--- src/rtl/demux_stream_1ton.sv ---
// Registered 1-to-N stream demultiplexer: unicast by select, broadcast to all,
// out-of-range selects are sunk, flagged and counted.

module demux_stream_chan #(
  parameter int DATA_W = 8
) (
  input  logic              clk,
  input  logic              rst_n,
  input  logic              load,
  input  logic [DATA_W-1:0] din,
  input  logic              rdy,
  output logic              vld,
  output logic [DATA_W-1:0] data,
  output logic              free
);
  logic              vld_q, vld_d;
  logic [DATA_W-1:0] data_q, data_d;

  // Load has priority over drain so a drained slot refills with no bubble.
  always_comb begin
    vld_d  = vld_q;
    data_d = data_q;
    if (load) begin
      vld_d  = 1'b1;
      data_d = din;
    end else if (vld_q && rdy) begin
      vld_d  = 1'b0;
      data_d = '0;
    end
  end

  always_ff @(posedge clk or negedge rst_n) begin
    if (!rst_n) begin
      vld_q  <= 1'b0;
      data_q <= '0;
    end else begin
      vld_q  <= vld_d;
      data_q <= data_d;
    end
  end

  assign free = !vld_q || rdy;
  assign vld  = vld_q;
  assign data = data_q;
endmodule

module demux_stream_1ton #(
  parameter int DATA_W = 8,
  parameter int N_CH   = 4,
  parameter int SEL_W  = 2
) (
  input  logic                   clk,
  input  logic                   rst_n,
  input  logic [DATA_W-1:0]      s_data,
  input  logic [SEL_W-1:0]       s_sel,
  input  logic                   s_bcast,
  input  logic                   s_valid,
  output logic                   s_ready,
  output logic [N_CH*DATA_W-1:0] m_data,
  output logic [N_CH-1:0]        m_valid,
  input  logic [N_CH-1:0]        m_ready,
  output logic                   err_sel,
  output logic [7:0]             drop_cnt
);
  logic [N_CH-1:0]             sel_hit, ch_free, ch_load, ch_vld;
  logic [N_CH-1:0][DATA_W-1:0] ch_data;
  logic                        sel_ok, accept, bad_beat;
  logic                        err_q, err_d;
  logic [7:0]                  cnt_q, cnt_d;

  for (genvar k = 0; k < N_CH; k++) begin : g_ch
    assign sel_hit[k] = (s_sel == SEL_W'(k));
    demux_stream_chan #(.DATA_W(DATA_W)) u_chan (
      .clk  (clk),
      .rst_n(rst_n),
      .load (ch_load[k]),
      .din  (s_data),
      .rdy  (m_ready[k]),
      .vld  (ch_vld[k]),
      .data (ch_data[k]),
      .free (ch_free[k])
    );
  end

  // An out-of-range select matches no channel; such beats are always accepted.
  assign sel_ok   = |sel_hit;
  assign s_ready  = s_bcast ? &ch_free : (sel_ok ? |(sel_hit & ch_free) : 1'b1);
  assign accept   = s_valid && s_ready;
  assign ch_load  = {N_CH{accept}} & ({N_CH{s_bcast}} | sel_hit);
  assign bad_beat = accept && !s_bcast && !sel_ok;

  always_comb begin
    err_d = bad_beat;
    cnt_d = cnt_q;
    if (bad_beat && cnt_q != 8'hFF) cnt_d = cnt_q + 8'd1;
  end

  always_ff @(posedge clk or negedge rst_n) begin
    if (!rst_n) begin
      err_q <= 1'b0;
      cnt_q <= '0;
    end else begin
      err_q <= err_d;
      cnt_q <= cnt_d;
    end
  end

  assign m_valid  = ch_vld;
  assign m_data   = ch_data;
  assign err_sel  = err_q;
  assign drop_cnt = cnt_q;
endmodule
--- config.mk ---
export PLATFORM = sky130hd
export DESIGN_NAME = demux_stream_1ton
export DESIGN_NICKNAME = d
export VERILOG_FILES = /design/src/rtl/demux_stream_1ton.sv
export SDC_FILE = /design/constraint.sdc
export NUM_CORES = 1
export LEC_CHECK = 0
export BUFFER_PORTS_ARGS = -buffer_cell sky130_fd_sc_hd__buf_4
export CORE_MARGIN = 4
export CORE_UTILIZATION = 39
export DETAILED_ROUTE_END_ITERATION = 8
export PLACE_DENSITY = 0.74
export SETUP_SLACK_MARGIN = 0.3
export SLEW_MARGIN = 20
export SYNTH_ARGS = -nofsm -noshare
export SYNTH_HDL_FRONTEND = slang
export SYNTH_SLANG_ARGS = --single-unit
--- constraint.sdc ---
create_clock -name clk -period 2.3 [get_ports clk]
set_input_delay 0 -clock clk [delete_from_list [all_inputs] [get_ports clk]]
set_output_delay 0 -clock clk [all_outputs]
set_load 0.05 [all_outputs]
==> results of run 1 <==
report_power, final:
part	total [W]	switching (W)	leakage, nW	internal, W
Combinational	0.00137	0.000957	0.696	0.000418
Sequential	0.00112	0.000145	0.579	0.000972
Clock	0.000594	0.000240	0.0585	0.000354
Total	0.00309	0.00134	1.33	0.00174
cell type report:
class	count	area (um^2)	share of cell area, %
inverters	8	30.0	1.11
clock buffers	7	86.3	3.18
flip-flops and latches	45	1130	41.5
multi-input cells	109	833	30.7
well taps	70	87.6	3.23
repair buffers	69	520	19.2
clock inverters	1	30.0	1.11
placed cells by master, fill, tap and decap left out, drive strengths merged:
cell type    count
a21oi            2
a31o             1
a31oi            1
a32oi           16
buf             68
bufinv           1
clkbuf           7
conb             1
dfrtp           45
dlygate4sd3      1
inv              8
mux2i           33
nand2           19
nand2b           2
nand3b           1
nor2             1
nor2b            4
nor3             2
nor3b            1
nor4b            1
o21ai           16
o22ai            1
o41ai            2
or2              3
or4b             1
or4bb            1
critical path, stage by stage, from the launching register on:
cell     delay, ns
dfrtp_1       0.37
nor2b_1       0.57
nor4b_2       0.15
a31o_2        0.39
or2_2         0.30
metrics by stage:
| step | hold WS, ns | instance area [um^2] |
|---|---|---|
| after floorplan | -0.296 | 2110 |
| after global placement | 0.0343 | 2580 |
| after detailed placement | 0.0390 | 2580 |
| after CTS | 0.00502 | 2710 |
| after global routing | 0.0164 | 2710 |
| final | 0.0117 | 2710 |
logic make-up (layout without fill, tap and decap cells):
kind of cell           Yosys count  count (layout)
AOI/OAI and AO/OA               39              39
buffers and inverters           30              85
DFF                             45              45
muxes                           33              33
other                            1               1
and+or+nand+nor                 36              36
timing repair:
item	in CTS	in global routing
hold endpoints to repair	45	0
endpoints found under the setup margin	0	10
hold buffers	1	0
gates resized for setup	0	1
final timing paths:
| kind | from | to | slack [ns] | cells after the start |
|---|---|---|---|---|
| max in group asynchronous | rst_n | g_ch[0].u_chan.data[6] | 1.67 | 2 |
| max | g_ch[2].u_chan.vld | g_ch[2].u_chan.vld | 0.40 | 4 |
| min | s_data[1] | g_ch[1].u_chan.data[1] | 0.01 | 3 |
| min in group asynchronous | rst_n | g_ch[2].u_chan.data[3] | 0.25 | 2 |
| max reg2reg | g_ch[2].u_chan.vld | g_ch[2].u_chan.vld | 0.40 | 4 |
| min reg2reg | drop_cnt[0] | drop_cnt[0] | 0.38 | 0 |
routing by layer:
metal / GRT usage [%] / vias up / routed length [um]
met1: 20.5 / 742 / 2200
met3: 3.84 / 2 / 290
met2: 22.7 / 46 / 2270
li1: - / 758 / -
met5: 0 / - / 0
met4: 5.24 / 0 / 22
state kept, by name, summed over array words and instances (netlist names):
register	flops
err_sel	1
g_ch.u_chan.vld	4
g_ch.u_chan.data	32
drop_cnt	8
==> results.py, run 1 <==
metrics = {
    "clock_network": {
        "numCtsBuffers": 5,
        "clockBufferDepth": 2,
        "cts_tree": "yes",
        "path_clk_slew_ns": 0.08,
        "clock_latency_ns": 0.28,
        "post_cts_buffers": 0,
        "clock-root-buffer": "clkbuf_8",
        "cts.htree.levels": 2,
        "cts_sinks": 45,
    },
    "placement": {
        "place_inst": 300,
        "place_congestion": 0.834,
        "post-place-ws_ns": 0.406,
        "post-dp-hpwl_mm": 3.53,
        "port_buffers": 63,
    },
    "logic_synthesis": {
        "yosys.area_share.simple_pct": 8.85,
        "ys_ff_latch": 45,
        "yosys_warnings": 0,
        "muxShareOfSynthArea_pct": 15.7,
        "yosys.area_share.adder_pct": 0,
        "synth_xor_area_share_pct": 0,
        "netlist_area_um2": 2110,
        "synth_top_area_share_pct": 53.5,
        "yosysMostFrequentCell": "dfrtp_1",
        "synth_top_area_cell": "dfrtp_1",
        "synth_edf_count": 0,
        "synth_common_cells": "45 x dfrtp_1, 33 x mux2i_1, 19 x nand2_1",
        "postSynthCellCount": 184,
        "synth.avg_cell_area_um2": 11.4,
        "synth.distinct_cells": 27,
        "synth_compound_area_share_pct": 14.6,
        "netlist_top_cells_area": "dfrtp_1 53%, mux2i_1 16%, a32oi_1 6.7%",
        "yosysSeqAreaShare_pct": 53.5,
        "synthFlopType": "dfrtp_1",
        "syn_nets": 202,
        "async_reset_ff_share_pct": 100,
        "synth_top_family_by_area": "multiplexers",
    },
    "route": {
        "vias_per_cell": 5.01,
        "routed-via-count": 1548,
        "drc": 0,
        "postRouteAntennaNets": 0,
        "firstDrtPassIters": 4,
        "drt-initial-drc-count": 98,
        "wl_per_cell_um": 15.5,
        "drt_wl_total_mm": 4.78,
    },
    "grt": {
        "track_usage_pct": 14.9,
        "grt_pass1_vias": 1530,
        "grt_first_pass_wirelength_mm": 7.58,
        "gr-total-overflow": 0,
        "antenna_found_initial": 0,
        "grt_max_degree": 46,
    },
    "critical_path": {
        "critPathArrivalTime_ns": 2.06,
        "worstPathRequired_ns": 2.47,
        "path_class": "flip-flop to flip-flop",
        "startpoint_type": "flip-flop",
        "crit_path_end_kind": "flip-flop",
        "worstPathMaxFanout": 9,
    },
    "timing": {
        "rsz0062_at_grt": "no",
        "maxSlewHeadroom_pct": 54.6,
        "worst_pin_slew_ns": 0.680,
        "clock.fmax_mhz": 527,
        "setup_viol": 0,
        "hold_viol": 0,
        "final.period_utilization_pct": 82.5,
        "tns_ns": 0,
        "min_period_ns": 1.90,
        "setup_ws_ns": 0.403,
        "drv_slew": 0,
        "finClkSkew_ns": 0.00487,
    },
    "final_layout": {
        "syn2layout_area_growth_pct": 28.9,
        "final_nets": 256,
        "diodes": 0,
        "drive_gt1_share_pct": 34.7,
        "instances_no_fill": 309,
        "n_fill_cell": 479,
        "final_util_pct": 52.5,
    },
    "power": {
        "totalPowerFinal_w": 0.00309,
        "power_density_nw_per_um2": 1140,
        "vdd_drop_max_v": 0.000618,
        "cellLeakagePower_nw": 1.33,
    },
    "die": {
        "initial_utilization_pct": 40.7,
        "ios": 64,
        "die-width_um": 81.5,
        "die_y_um": 81.5,
        "die-area_um2": 6640,
        "core_area_um2": 5170,
        "fp-row-count": 26,
    },
    "flow_run": {
        "max-cap-violations": 0,
    },
    "outcome": {
        "run_status": "complete, no violations",
    },
    "min_path": {
        "min_path_type": "primary input to flip-flop",
    },
}
(Power assumes the default switching activity.)
==> inputs of run 2 (changes only) <==
--- a/config.mk
+++ b/config.mk
@@ -5,11 +5,12 @@
 export SDC_FILE = /design/constraint.sdc
 export NUM_CORES = 1
 export LEC_CHECK = 0
+export ABC_AREA = 1
 export BUFFER_PORTS_ARGS = -buffer_cell sky130_fd_sc_hd__buf_4
 export CORE_MARGIN = 4
 export CORE_UTILIZATION = 39
 export DETAILED_ROUTE_END_ITERATION = 8
-export PLACE_DENSITY = 0.74
+export PLACE_DENSITY = 0.75
 export SETUP_SLACK_MARGIN = 0.3
 export SLEW_MARGIN = 20
 export SYNTH_ARGS = -nofsm -noshare
==> constraint.sdc (replaced) <==
create_clock -name clk -period 1.8 [get_ports clk]
set_input_delay 0 -clock clk [delete_from_list [all_inputs] [get_ports clk]]
set_output_delay 0 -clock clk [all_outputs]
set_load 0.05 [all_outputs]
==> run 2 against run 1 <==
  * Via count rose by 7.6%
  * Non-clock buffer count rose by 7
  * Sequential share of layout area shrank 0.13 points
  * Global-route usage is 1.0 points higher
  * First-iteration DRC count is 30% lower
  * Cell count is 9.1% higher
  * Largest power group unchanged
  * Final area is 0.32% higher
  * Clock skew up 0.0040 ns
  * Largest cell class unchanged
  * Critical path type is now flip-flop to primary output
==> results.py, run 2 <==
metrics = {
    "logic_synthesis": {
        "yosys_warnings": 0,
        "yosysMostFrequentCell": "nand2_1",
        "synthFlopType": "dfrtp_1",
        "netlist_top_cells_area": "dfrtp_1 55%, nand4_1 9.8%, nand3_1 8.6%",
        "yosys.area_share.adder_pct": 0,
        "synth_top_area_share_pct": 55.4,
        "synth.avg_cell_area_um2": 10.1,
        "synth_xor_area_share_pct": 0,
        "yosys.area_share.simple_pct": 33.4,
        "synth_common_cells": "46 x nand2_1, 45 x dfrtp_1, 35 x nand3_1",
        "synth_edf_count": 0,
        "ys_ff_latch": 45,
        "postSynthCellCount": 202,
        "synth_compound_area_share_pct": 2.15,
        "muxShareOfSynthArea_pct": 0,
        "synth_top_area_cell": "dfrtp_1",
        "synth_top_family_by_area": "simple AND/OR/NAND/NOR gates",
        "netlist_area_um2": 2030,
        "yosysSeqAreaShare_pct": 55.4,
        "syn_nets": 220,
        "async_reset_ff_share_pct": 100,
        "synth.distinct_cells": 21,
    },
    "route": {
        "routed-via-count": 1665,
        "vias_per_cell": 4.94,
        "drt-initial-drc-count": 69,
        "firstDrtPassIters": 4,
        "postRouteAntennaNets": 0,
        "wl_per_cell_um": 14.8,
        "drc": 0,
        "drt_wl_total_mm": 4.98,
    },
    "grt": {
        "antenna_found_initial": 0,
        "gr-total-overflow": 0,
        "grt_max_degree": 46,
        "grt_pass1_vias": 1614,
        "grt_first_pass_wirelength_mm": 7.84,
        "track_usage_pct": 15.9,
    },
    "power": {
        "pwr-share-comb_pct": 40.4,
        "cellLeakagePower_nw": 1.44,
        "totalPowerFinal_w": 0.00342,
        "p_seq_share_pct": 37.5,
        "p_int_w": 0.00200,
        "power_switching_w": 0.00142,
        "vdd_drop_max_v": 0.000516,
        "switching_share_pct": 41.6,
        "power_density_nw_per_um2": 1260,
        "p_clk_share_pct": 22.0,
    },
    "critical_path": {
        "max_stage_delay_ns": 0.40,
        "path_cells": "nand2_2, nand2_1, o21ai_2, nand2_4, nand2_8, buf_8",
        "path_class": "flip-flop to primary output",
        "worstPathRequired_ns": 1.80,
        "cp-startpoint": "g_ch[0].u_chan.vld",
        "worstPathMaxFanout": 8,
        "crit_path_end_kind": "primary output",
        "critPathTopFamily": "simple AND/OR/NAND/NOR gates",
        "startpoint_type": "flip-flop",
        "critPathArrivalTime_ns": 1.48,
        "crit_cells": 6,
        "critical_path_buf_inv_count": 1,
        "r2r_start": "g_ch[0].u_chan.vld",
        "r2r_cells": 8,
        "cp_slowest_cell": "dfrtp_1",
    },
    "timing": {
        "maxSlewHeadroom_pct": 63.8,
        "tns_ns": 0,
        "setup_viol": 0,
        "worst_pin_slew_ns": 0.543,
        "hold_viol": 0,
        "rsz0062_at_grt": "no",
        "min_period_ns": 1.48,
        "final.period_utilization_pct": 82.4,
        "finClkSkew_ns": 0.00883,
        "clock.fmax_mhz": 674,
        "drv_slew": 0,
    },
    "final_layout": {
        "final_util_pct": 53.6,
        "instances_no_fill": 337,
        "n_fill_cell": 463,
        "syn2layout_area_growth_pct": 33.9,
        "final_cell_mix": "65 x buf_4, 45 x nand2_1, 45 x dfrtp_1",
        "final_nets": 284,
        "largest_reg_flops": 32,
        "drive_gt1_share_pct": 35.6,
        "diodes": 0,
        "final_common_cell": "buf_4",
    },
    "die": {
        "die-area_um2": 6430,
        "die-width_um": 80.2,
        "core_area_um2": 5070,
        "ios": 64,
        "fp-row-count": 26,
        "die_y_um": 80.2,
        "initial_utilization_pct": 40.1,
    },
    "clock_network": {
        "cts_tree": "yes",
        "clockBufferDepth": 2,
        "clock-root-buffer": "clkbuf_8",
        "clock_latency_ns": 0.30,
        "numCtsBuffers": 5,
        "cts_sinks": 45,
        "path_clk_slew_ns": 0.08,
        "cts.htree.levels": 2,
    },
    "min_path": {
        "whs_path_depth": 3,
        "min_path_type": "primary input to flip-flop",
        "min_from": "s_data[4]",
    },
    "placement": {
        "post-dp-hpwl_mm": 3.51,
        "place_congestion": 0.789,
        "place_inst": 314,
        "port_buffers": 63,
    },
    "flow_run": {
        "max-cap-violations": 0,
    },
    "outcome": {
        "run_status": "complete, no violations",
    },
}
-- run 2: changes by cell type after synthesis, moves of 3 or more --
cell and change:
o21ai_2 +5, a32oi_1 -16, nand3_1 +35, or2_2 -3, o21ai_1 -9, nor2b_1 -4, inv_1 -4, nand4_1 +32
o21ai_0 -7, mux2i_1 -33, nand2_1 +27, nand3_4 +4
-- run 2: timing repair --
action	CTS	global route
gates cloned	2	0
pin swaps	1	3
endpoints found under the hold margin	53	1
resized for setup	4	0
hold buffers	8	1
endpoints found under the setup margin	10	16
setup buffers	1	3
-- run 2: layer usage --
layer	track usage, %	up-vias	wire length [um]
met1	20.7	777	2200
met5	0	-	0
li1	-	826	-
met2	25.6	53	2430
met4	6.59	0	84
met3	3.59	9	256
-- run 2: logic make-up after synthesis --
family	count (synthesis)
other cells	1
compound gates	5
simple gates	123
flops	45
buf+inv	28
-- run 2: layout make-up --
| cell class | count | area, um^2 | area share [%] |
|---|---|---|---|
| inverter | 7 | 28.8 | 1.06 |
| clock buffer | 6 | 72.6 | 2.67 |
| timing repair buffer | 76 | 613 | 22.5 |
| multi-input combinational | 131 | 756 | 27.8 |
| tap | 70 | 87.6 | 3.22 |
| clock inverter | 2 | 38.8 | 1.42 |
| sequential | 45 | 1130 | 41.4 |
-- run 2: path summary, 6_finish.rpt --
kind | endpoint | slack [ns]
setup / recovery | s_ready | 0.32
hold / removal | g_ch[0].u_chan.data[4] | 0.007
setup reg to reg | g_ch[1].u_chan.data[5] | 0.36
hold reg to reg | drop_cnt[7] | 0.38
max in group asynchronous | drop_cnt[4] | 1.19
min in group asynchronous | g_ch[0].u_chan.data[0] | 0.23
-- run 2: metrics by stage --
stage | hold slack, ns | area [um^2] | setup WS [ns]
after floorplan | -0.296 | 2030 | 0.551
after global placement | 0.0257 | 2440 | 0.335
after detailed placement | 0.0272 | 2440 | 0.297
after CTS | 0.000353 | 2680 | 0.309
after global routing | 0.0184 | 2720 | 0.247
final | 0.00681 | 2720 | 0.317
-- run 2: tightest hold or removal path: cells and delay by family --
| kind | cells | cell delay, ns |
|---|---|---|
| AND/OR/NAND/NOR | 2 | 0.16 |
| buffers and inverters | 1 | 0.12 |
-- run 2: power groups by stage --
stage / sequential (W) / combinational, W / clock (W)
global placement: 0.00130 / 0.00130 / 0
global route: 0.00131 / 0.00146 / 0.000816
finish: 0.00128 / 0.00138 / 0.000754
floorplan: 0.00184 / 0.000413 / 0
CTS: 0.00129 / 0.00137 / 0.000775
detailed placement: 0.00131 / 0.00132 / 0
